### src/rtl/game_flow_control_if.sv
// Signal bundle between the playfield/screen sources and the game sequencer.
// The bench or upstream logic drives through the master side; the sequencer
// sits on the slave side.
interface game_flow_control_if;
    logic        startOfFrame;
    logic        key5IsPressed;
    logic [3:0]  life;
    logic [15:0] score;
    logic [7:0]  RGB_screen_start;
    logic [7:0]  RGB_screen_main;
    logic [7:0]  RGB_screen_end;
    logic        start;
    logic [1:0]  screen_select;
    logic        game_won;
    logic [15:0] high_score;
    logic [7:0]  RGB_out;

    modport master (
        output startOfFrame, key5IsPressed, life, score,
               RGB_screen_start, RGB_screen_main, RGB_screen_end,
        input  start, screen_select, game_won, high_score, RGB_out
    );

    modport slave (
        input  startOfFrame, key5IsPressed, life, score,
               RGB_screen_start, RGB_screen_main, RGB_screen_end,
        output start, screen_select, game_won, high_score, RGB_out
    );
endinterface

### src/rtl/game_flow_control.sv
// Game sequencer: start screen -> playfield -> win/lose screen -> start screen.
// Arms new games with a one-cycle start pulse on key-5 release, picks which
// screen feeds the VGA pixel path and keeps the best final score since reset.
module game_flow_control #(
    parameter int          GAME_OVER_FRAMES = 180,
    parameter logic [15:0] WIN_SCORE        = 16'd1000
) (
    input  logic              clk,
    input  logic              reset,
    game_flow_control_if.slave gfc
);
    localparam int CNT_W = (GAME_OVER_FRAMES < 1) ? 1 : $clog2(GAME_OVER_FRAMES + 1);
    localparam logic [CNT_W-1:0] FRAME_MAX = CNT_W'(GAME_OVER_FRAMES);

    typedef enum logic [1:0] {
        IDLE     = 2'd0,
        PLAY     = 2'd1,
        END_WIN  = 2'd2,
        END_LOSE = 2'd3
    } state_t;

    function automatic logic [15:0] max_u16(input logic [15:0] a, input logic [15:0] b);
        return (a > b) ? a : b;
    endfunction

    state_t            state_q;
    logic              key5_q;
    logic              armed_q;
    logic [CNT_W-1:0]  frame_cnt_q;
    logic [15:0]       high_score_q;
    logic [7:0]        rgb_q;

    logic              key_release;
    logic              win_hit;
    logic              lose_hit;
    logic [15:0]       high_score_d;
    logic [7:0]        rgb_d;

    // Act on key release only, so a key still held at game start cannot
    // launch anything in the new game.
    assign key_release  = key5_q & ~gfc.key5IsPressed;

    // Outcome checks are masked until the playfield has shown a live count,
    // since it may still present life=0 right after being started.
    assign win_hit      = armed_q && (gfc.score >= WIN_SCORE);
    assign lose_hit     = armed_q && (gfc.life == 4'd0);
    assign high_score_d = max_u16(high_score_q, gfc.score);

    // Pixel source follows the current state; registered below.
    always_comb begin
        rgb_d = gfc.RGB_screen_start;
        case (state_q)
            IDLE:    rgb_d = gfc.RGB_screen_start;
            PLAY:    rgb_d = gfc.RGB_screen_main;
            default: rgb_d = gfc.RGB_screen_end;
        endcase
    end

    // Sequencer state, arming, hold-off counter, high score and pixel register.
    always_ff @(posedge clk) begin
        if (reset) begin
            state_q      <= IDLE;
            key5_q       <= 1'b0;
            armed_q      <= 1'b0;
            frame_cnt_q  <= '0;
            high_score_q <= 16'd0;
            rgb_q        <= 8'd0;
        end else begin
            key5_q <= gfc.key5IsPressed;
            rgb_q  <= rgb_d;
            case (state_q)
                IDLE: begin
                    if (key_release) begin
                        state_q <= PLAY;
                        armed_q <= 1'b0;
                    end
                end
                PLAY: begin
                    if (gfc.life != 4'd0) begin
                        armed_q <= 1'b1;
                    end
                    // A win takes precedence when both outcomes land together.
                    if (win_hit) begin
                        state_q      <= END_WIN;
                        frame_cnt_q  <= '0;
                        high_score_q <= high_score_d;
                    end else if (lose_hit) begin
                        state_q      <= END_LOSE;
                        frame_cnt_q  <= '0;
                        high_score_q <= high_score_d;
                    end
                end
                default: begin
                    if (gfc.startOfFrame && (frame_cnt_q != FRAME_MAX)) begin
                        frame_cnt_q <= frame_cnt_q + CNT_W'(1);
                    end
                    if (key_release && (frame_cnt_q == FRAME_MAX)) begin
                        state_q <= IDLE;
                    end
                end
            endcase
        end
    end

    // Start pulse is a Mealy output on the IDLE release cycle; reset masks it.
    assign gfc.start         = ~reset & (state_q == IDLE) & key_release;
    assign gfc.screen_select = (state_q == IDLE) ? 2'd0 :
                               (state_q == PLAY) ? 2'd1 : 2'd2;
    assign gfc.game_won      = (state_q == END_WIN);
    assign gfc.high_score    = high_score_q;
    assign gfc.RGB_out       = rgb_q;
endmodule
### src/flat_wrapper.sv
// flat-port wrapper written by rule: the top's interface ports become plain ports
module game_flow_control_flat 
#(
    parameter int          GAME_OVER_FRAMES = 180,
    parameter logic [15:0] WIN_SCORE        = 16'd1000
)
  (clk, reset, gfc_startOfFrame, gfc_key5IsPressed, gfc_life, gfc_score, gfc_RGB_screen_start, gfc_RGB_screen_main, gfc_RGB_screen_end, gfc_start, gfc_screen_select, gfc_game_won, gfc_high_score, gfc_RGB_out);
  game_flow_control_if gfc_i ();
  input  logic clk;
  input  logic reset;
  input wire logic [$bits(gfc_i.startOfFrame)-1:0] gfc_startOfFrame;
  input wire logic [$bits(gfc_i.key5IsPressed)-1:0] gfc_key5IsPressed;
  input wire logic [$bits(gfc_i.life)-1:0] gfc_life;
  input wire logic [$bits(gfc_i.score)-1:0] gfc_score;
  input wire logic [$bits(gfc_i.RGB_screen_start)-1:0] gfc_RGB_screen_start;
  input wire logic [$bits(gfc_i.RGB_screen_main)-1:0] gfc_RGB_screen_main;
  input wire logic [$bits(gfc_i.RGB_screen_end)-1:0] gfc_RGB_screen_end;
  output wire logic [$bits(gfc_i.start)-1:0] gfc_start;
  output wire logic [$bits(gfc_i.screen_select)-1:0] gfc_screen_select;
  output wire logic [$bits(gfc_i.game_won)-1:0] gfc_game_won;
  output wire logic [$bits(gfc_i.high_score)-1:0] gfc_high_score;
  output wire logic [$bits(gfc_i.RGB_out)-1:0] gfc_RGB_out;
  assign gfc_i.startOfFrame = gfc_startOfFrame;
  assign gfc_i.key5IsPressed = gfc_key5IsPressed;
  assign gfc_i.life = gfc_life;
  assign gfc_i.score = gfc_score;
  assign gfc_i.RGB_screen_start = gfc_RGB_screen_start;
  assign gfc_i.RGB_screen_main = gfc_RGB_screen_main;
  assign gfc_i.RGB_screen_end = gfc_RGB_screen_end;
  assign gfc_start = gfc_i.start;
  assign gfc_screen_select = gfc_i.screen_select;
  assign gfc_game_won = gfc_i.game_won;
  assign gfc_high_score = gfc_i.high_score;
  assign gfc_RGB_out = gfc_i.RGB_out;
  game_flow_control #(.GAME_OVER_FRAMES(GAME_OVER_FRAMES), .WIN_SCORE(WIN_SCORE)) u_core (.clk(clk), .reset(reset), .gfc(gfc_i));
endmodule
### config.mk
export PLATFORM = sky130hd
export DESIGN_NAME = game_flow_control_flat
export DESIGN_NICKNAME = d
export VERILOG_FILES = /design/src/rtl/game_flow_control_if.sv /design/src/rtl/game_flow_control.sv /design/src/flat_wrapper.sv
export SDC_FILE = /design/constraint.sdc
export NUM_CORES = 1
export LEC_CHECK = 0
export BUFFER_PORTS_ARGS = -buffer_cell sky130_fd_sc_hd__buf_4
export CORE_MARGIN = 1.5
export CORE_UTILIZATION = 52
export CTS_CLUSTER_SIZE = 10
export DETAILED_ROUTE_END_ITERATION = 12
export PLACE_DENSITY = 0.8
export SYNTH_ARGS = -nofsm -noshare
export SYNTH_HDL_FRONTEND = slang
export SYNTH_SLANG_ARGS = --single-unit
### constraint.sdc
create_clock -name clk -period 2.5 [get_ports clk]
set_clock_uncertainty 0.05 [all_clocks]
set_input_delay 0.375 -clock clk [delete_from_list [all_inputs] [get_ports clk]]
set_output_delay 0.375 -clock clk [all_outputs]
set_load 0.02 [all_outputs]
# After elaboration in Yosys (flattened, before gate mapping)
# Index checks and enable logic that the tools add are counted.
# Widths: inputs -> output; s select.
[op_classes]
order_cmp = 2
n_eq_ne = 7
bitwise_logic = 6
n_mux = 18
n_reduce_logical = 15
n_addsub = 1
[op_table]
columns = ["op", "n"]
rows = [
  ["$mux 16", 3],
  ["$pmux 8 s2", 2],
  ["$mux 8", 3],
  ["$ge 16x10->1 const B", 1],
  ["$gt 16x16->1", 1],
  ["$mux 2", 6],
  ["$reduce_and 3->1", 3],
  ["$add 8x1->8 const B", 1],
  ["$eq 8x8->1 const B", 1],
  ["$ne 8x8->1 const B", 1],
  ["$reduce_bool 2->1", 3],
  ["$logic_and 1x1->1", 4],
  ["$logic_not 4->1", 1],
  ["$ne 2x1->1 const B", 2],
  ["$pmux 2 s2", 1],
  ["$reduce_bool 4->1", 1],
  ["$and 1x1->1", 3],
  ["$ne 3x1->1 const B", 1],
  ["$not 1->1", 3],
  ["$reduce_bool 3->1", 1],
  ["$eq 2x1->1 const B", 1],
  ["$eq 2x2->1 const B", 1],
  ["$logic_not 2->1", 1],
  ["$mux 1", 2],
  ["other kinds (2)", 2],
]
[word_totals]
output_inout_bits = 28
in_bits = 48
ff_bits = 36
elab_cells = 55

# Depth between registers and ports, before layout
[logic_depth]
word_depth = 5
ltp_mapped = 9
ltp_nobuf = 7

# Least setup slack after synthesis
# Ideal clock, no wire load.
[synth_timing]
path_type = "register to register"
startpoint = "register u_core.high_score_q[14], in the netlist u_core.gfc.high_score[14]"
endpoint = "register u_core.high_score_q[10], in the netlist u_core.gfc.high_score[10]"
required_ns = 2.355
arrival_time_ns = 2.194
n_path_buf = 2
setup_ns = 0.095
synth_period_minus_slack_ns = 2.340
path_slack_ns = 0.160
stages_incl_launch_ff = 9
path_cell_list = "dfxtp_1 -> ha_1 -> a21oi_2 -> nand2_1 -> a221o_1 -> or3_1 -> buf_6 -> buf_8 -> o311ai_1"
[synth_via]
elab_chain_len = 4
[synth_rtl]
columns = ["item", "line_no", "text"]
rows = [
  ["from (decl)", "game_flow_control.sv:30", "logic [15:0] high_score_q;"],
  ["from (signal assigned)", "game_flow_control.sv:86", "high_score_q <= high_score_d;"],
  ["from (signal assigned)", "game_flow_control.sv:90", "high_score_q <= high_score_d;"],
  ["$gt 16x16->1 (*)", "game_flow_control.sv:23", "return (a > b) ? a : b;"],
  ["$mux 16 (*)", "game_flow_control.sv:23", ""],
  ["$mux 16", "game_flow_control.sv:87", "end else if (lose_hit) begin"],
  ["$mux 16 (*)", "game_flow_control.sv:83", "if (win_hit) begin"],
]
# Mark *: on every way between the ends. The rest lies on a longest branch, timed or not. The select of a mux whose other input is x is not followed.
# A chain may end at the register's enable or synchronous reset.

# Final worst setup path
[layout_timing]
startpoint = "register u_core.high_score_q[14], in the netlist u_core.gfc.high_score[14]"
endpoint = "register u_core.high_score_q[1], in the netlist u_core.gfc.high_score[1]"
# The elaborated chain is that of the path after synthesis.

==> summary.txt <==
Run status
  • Outcome: complete, no violations

Timing
  • Max Freq: about 430 MHz
  • Final hold vios: 0
  • RSZ-0062 raised after global routing: false
  • Setup TNS: 0 ps
  • Rel. slew slack: ~66%
  • Slew @ Worst Pin: roughly 500 ps
  • Final setup fails: 0
  • Slew Limit Fails: 0
  • Min cycle time layout: around 2300 ps
  • Fin crit share: ~92%
  • Hold WS: 252 ps

Synthesis
  • Syn Area/Cell: just over 8 sq um
  • Mapped Area: ~2600 sq um
  • Ys Warns: 0
  • Yosys reg bits: 36
  • Post-Syn Nets: around 380
  • Fraction of registers with async set/reset: 0%
  • Seq/Total Area, Yosys: ~28%
  • Post-synth EDFFs: 0
  • Cell count after synthesis: 316
  • Count of cell types in the netlist: 44
  • Synth Flop Type: dfxtp_1

Routing
  • Via density: about 5.8
  • Final WL: 6980 microns
  • Post-DRT Antenna Nets: 0
  • Wire per inst: between 15 and 20 microns
  • DRC errors left: 0
  • Pre-Repair DR Iteration Count: 4
  • Vias: about 2.6k
  • Iter 0 DRT Violations: approximately 230

Finish
  • Area grow syn2layout: 28.7%
  • Cell area after layout: roughly 3300 sq um
  • Register area: between 700 and 800 sq um
  • Share of layout cells above drive strength 1: a little over a quarter
  • Multi-input logic area: 1640 sq um
  • Post-layout net count: 449
  • Fillers: around 400
  • Ant diodes: 0
  • Finished Core Util: between 60% and 70%

Critical path
  • Crit path DAT: roughly 2500 ps
  • Worst EP required: around 2700 ps
  • Crit. path cell count: 7
  • Setup CP Type: reg2reg
  • Worst Reg2Reg Path Length in Cells: 7
  • Buffers & Inverters on Critical Path: 1
  • Flop-to-flop setup slack: 190 ps
  • CP Cell Sequence: ha_1 -> nand4_1 -> nor2_1 -> a221o_1 -> or3_1 -> buf_4 -> o311ai_1
  • Delay-heaviest family, CP: simple AND/OR/NAND/NOR gates
  • Crit path max fanout: 10
  • Crit start category: flip-flop
  • Crit. End Element: flip-flop
  • CP max stage cell: or3_1
  • Worst path max stage delay: about 400 ps

Global routing
  • Global-route wire length before repair: 11,400 microns
  • Gr ovfl total: 0
  • Initial antenna violation count: 0
  • Vias in the first global route: between 2k and 3k
  • GRT Overall Usage: around 27%
  • Largest net degree at the start of global routing: 55

Floorplan
  • Row cnt: 25
  • Die height: about 73 microns
  • Die Width: ~73 microns
  • Die area: 5340 sq um
  • Number of I/O pins: 76
  • Initial Util: between 50% and 60%
  • CORE AREA: roughly 4700 sq um

Placed design
  • GP Congestion: a little under 0.9
  • Port bufs: 75
  • Area after DPL: about 3200 sq um
  • Post-DP HPWL: between 4000 and 5000 microns

Worst hold path
  • Hold path cells: 2
  • Worst hold path class: in2reg

Clock network
  • Clk root buf: clkbuf_8
  • Clock insertion delay at the later pin of the skew report: ~300 ps
  • Worst-path clk slew: 70 ps
  • Post-CTS Repair Setup Buffers: 0
  • CTS Hold Bufs: 0
  • CTS tree: built
  • Longest Clk Path Bufs: 2
  • Post-cts resize count: 0
  • Clock sink total: 36
  • H-Tree Depth: 2
  • CTS Buf Count: 5

Power and ir drop
  • Pwr/cell area: between 400 and 500 nW/um^2
  • Worst ir drop on vdd: roughly 290 uV
  • Leakage power: 1.36 nW

Run
  • Max Cap Viol: 0
==> flip-flops by register name (all words and copies together), names as in the netlist <==
signal,count
u_core.armed_q,1
u_core.frame_cnt_q,8
u_core.gfc.RGB_out,8
u_core.gfc.high_score,16
u_core.key5_q,1
u_core.state_q,2
==> power by group <==
part           internal [mW]  switching (mW)
combinational          0.105           0.105
sequential             0.587         0.00582
clock                  0.296           0.224
total                  0.989           0.334
==> metal layers <==
layer / wire length (microns) / up-vias / global-route usage [%] / share of wire, %
met1: 3110 / 1231 / 36.4 / 45
li1: - / 1283 / - / -
met2: 3380 / 83 / 43.4 / 48
met4: 88 / 0 / 9.22 / 1.3
met5: 0 / - / 0 / 0
met3: 398 / 9 / 6.08 / 5.7
==> cell usage after synthesis, drive strengths merged (2+ instances only) <==
| cell | n | share of area [%] |
|---|---|---|
| nand2b | 19 | 4.7 |
| a311oi | 2 | 0.69 |
| clkbuf | 18 | 2.6 |
| inv | 19 | 2.8 |
| nor2 | 36 | 5.3 |
| nand3 | 7 | 1.4 |
| a31oi | 4 | 0.98 |
| nor2b | 20 | 4.9 |
| mux2i | 24 | 9.4 |
| ha | 18 | 8.8 |
| a211oi | 2 | 0.59 |
| nand2 | 14 | 2.1 |
| nand4 | 6 | 1.5 |
| or3 | 2 | 0.49 |
| o311ai | 32 | 11 |
| o21ai | 5 | 0.98 |
| dfxtp | 36 | 28 |
| or4 | 4 | 1.2 |
| a21oi | 23 | 4.7 |
| o211ai | 2 | 0.59 |
| buf | 8 | 2.2 |
==> cells by family after synthesis <==
group | Yosys count | share of synthesized area [%]
AOI/OAI and AO/OA | 79 | 22.7
DFF | 36 | 28.2
and+or+nand+nor | 113 | 22.9
buffers and inverters | 45 | 7.60
muxes | 24 | 9.42
xor gates and xnor gates | 1 | 0.343
adders and majority gates | 18 | 8.83
==> area by class of cell <==
| type | instances | area share, % |
|---|---|---|
| Clock buffer | 6 | 2.21 |
| Tap cell | 67 | 2.55 |
| Inverter | 19 | 2.17 |
| Clock inverter | 2 | 1.07 |
| Multi-Input combinational cell | 235 | 50.0 |
| Sequential cell | 36 | 21.9 |
| Timing Repair Buffer | 86 | 20.0 |
==> cell usage in the layout, fill, tap and decap left out, types with 7 or more instances in the layout <==
cell and count:
nor2b_1 20, a21oi_1 22, o311ai_0 15, dfxtp_1 36, buf_4 85, nand3_1 7, nand2_1 14, inv_1 18
nand2b_1 19, o311ai_1 17, ha_1 18, mux2i_1 24, nor2_1 36
==> worst paths after layout <==
path | end | from
max reg2reg | u_core.gfc.high_score[1]$_SDFFE_PP0P_ | u_core.gfc.high_score[14]$_SDFFE_PP0P_
min | u_core.key5_q$_SDFF_PP0_ | gfc_key5IsPressed
max | u_core.gfc.high_score[1]$_SDFFE_PP0P_ | u_core.gfc.high_score[14]$_SDFFE_PP0P_
min reg2reg | u_core.frame_cnt_q[5]$_SDFFE_PP0P_ | u_core.frame_cnt_q[5]$_SDFFE_PP0P_
==> stage by stage <==
stage               total power, mW  instances  setup slack (ps)
global placement              0.809        443               154
CTS                            1.33        451               206
detailed placement            0.814        443              83.8
floorplan                     0.712        316               160
finish                         1.32        451               191
global route                   1.37        451              56.3
(Power assumes the default switching activity.)
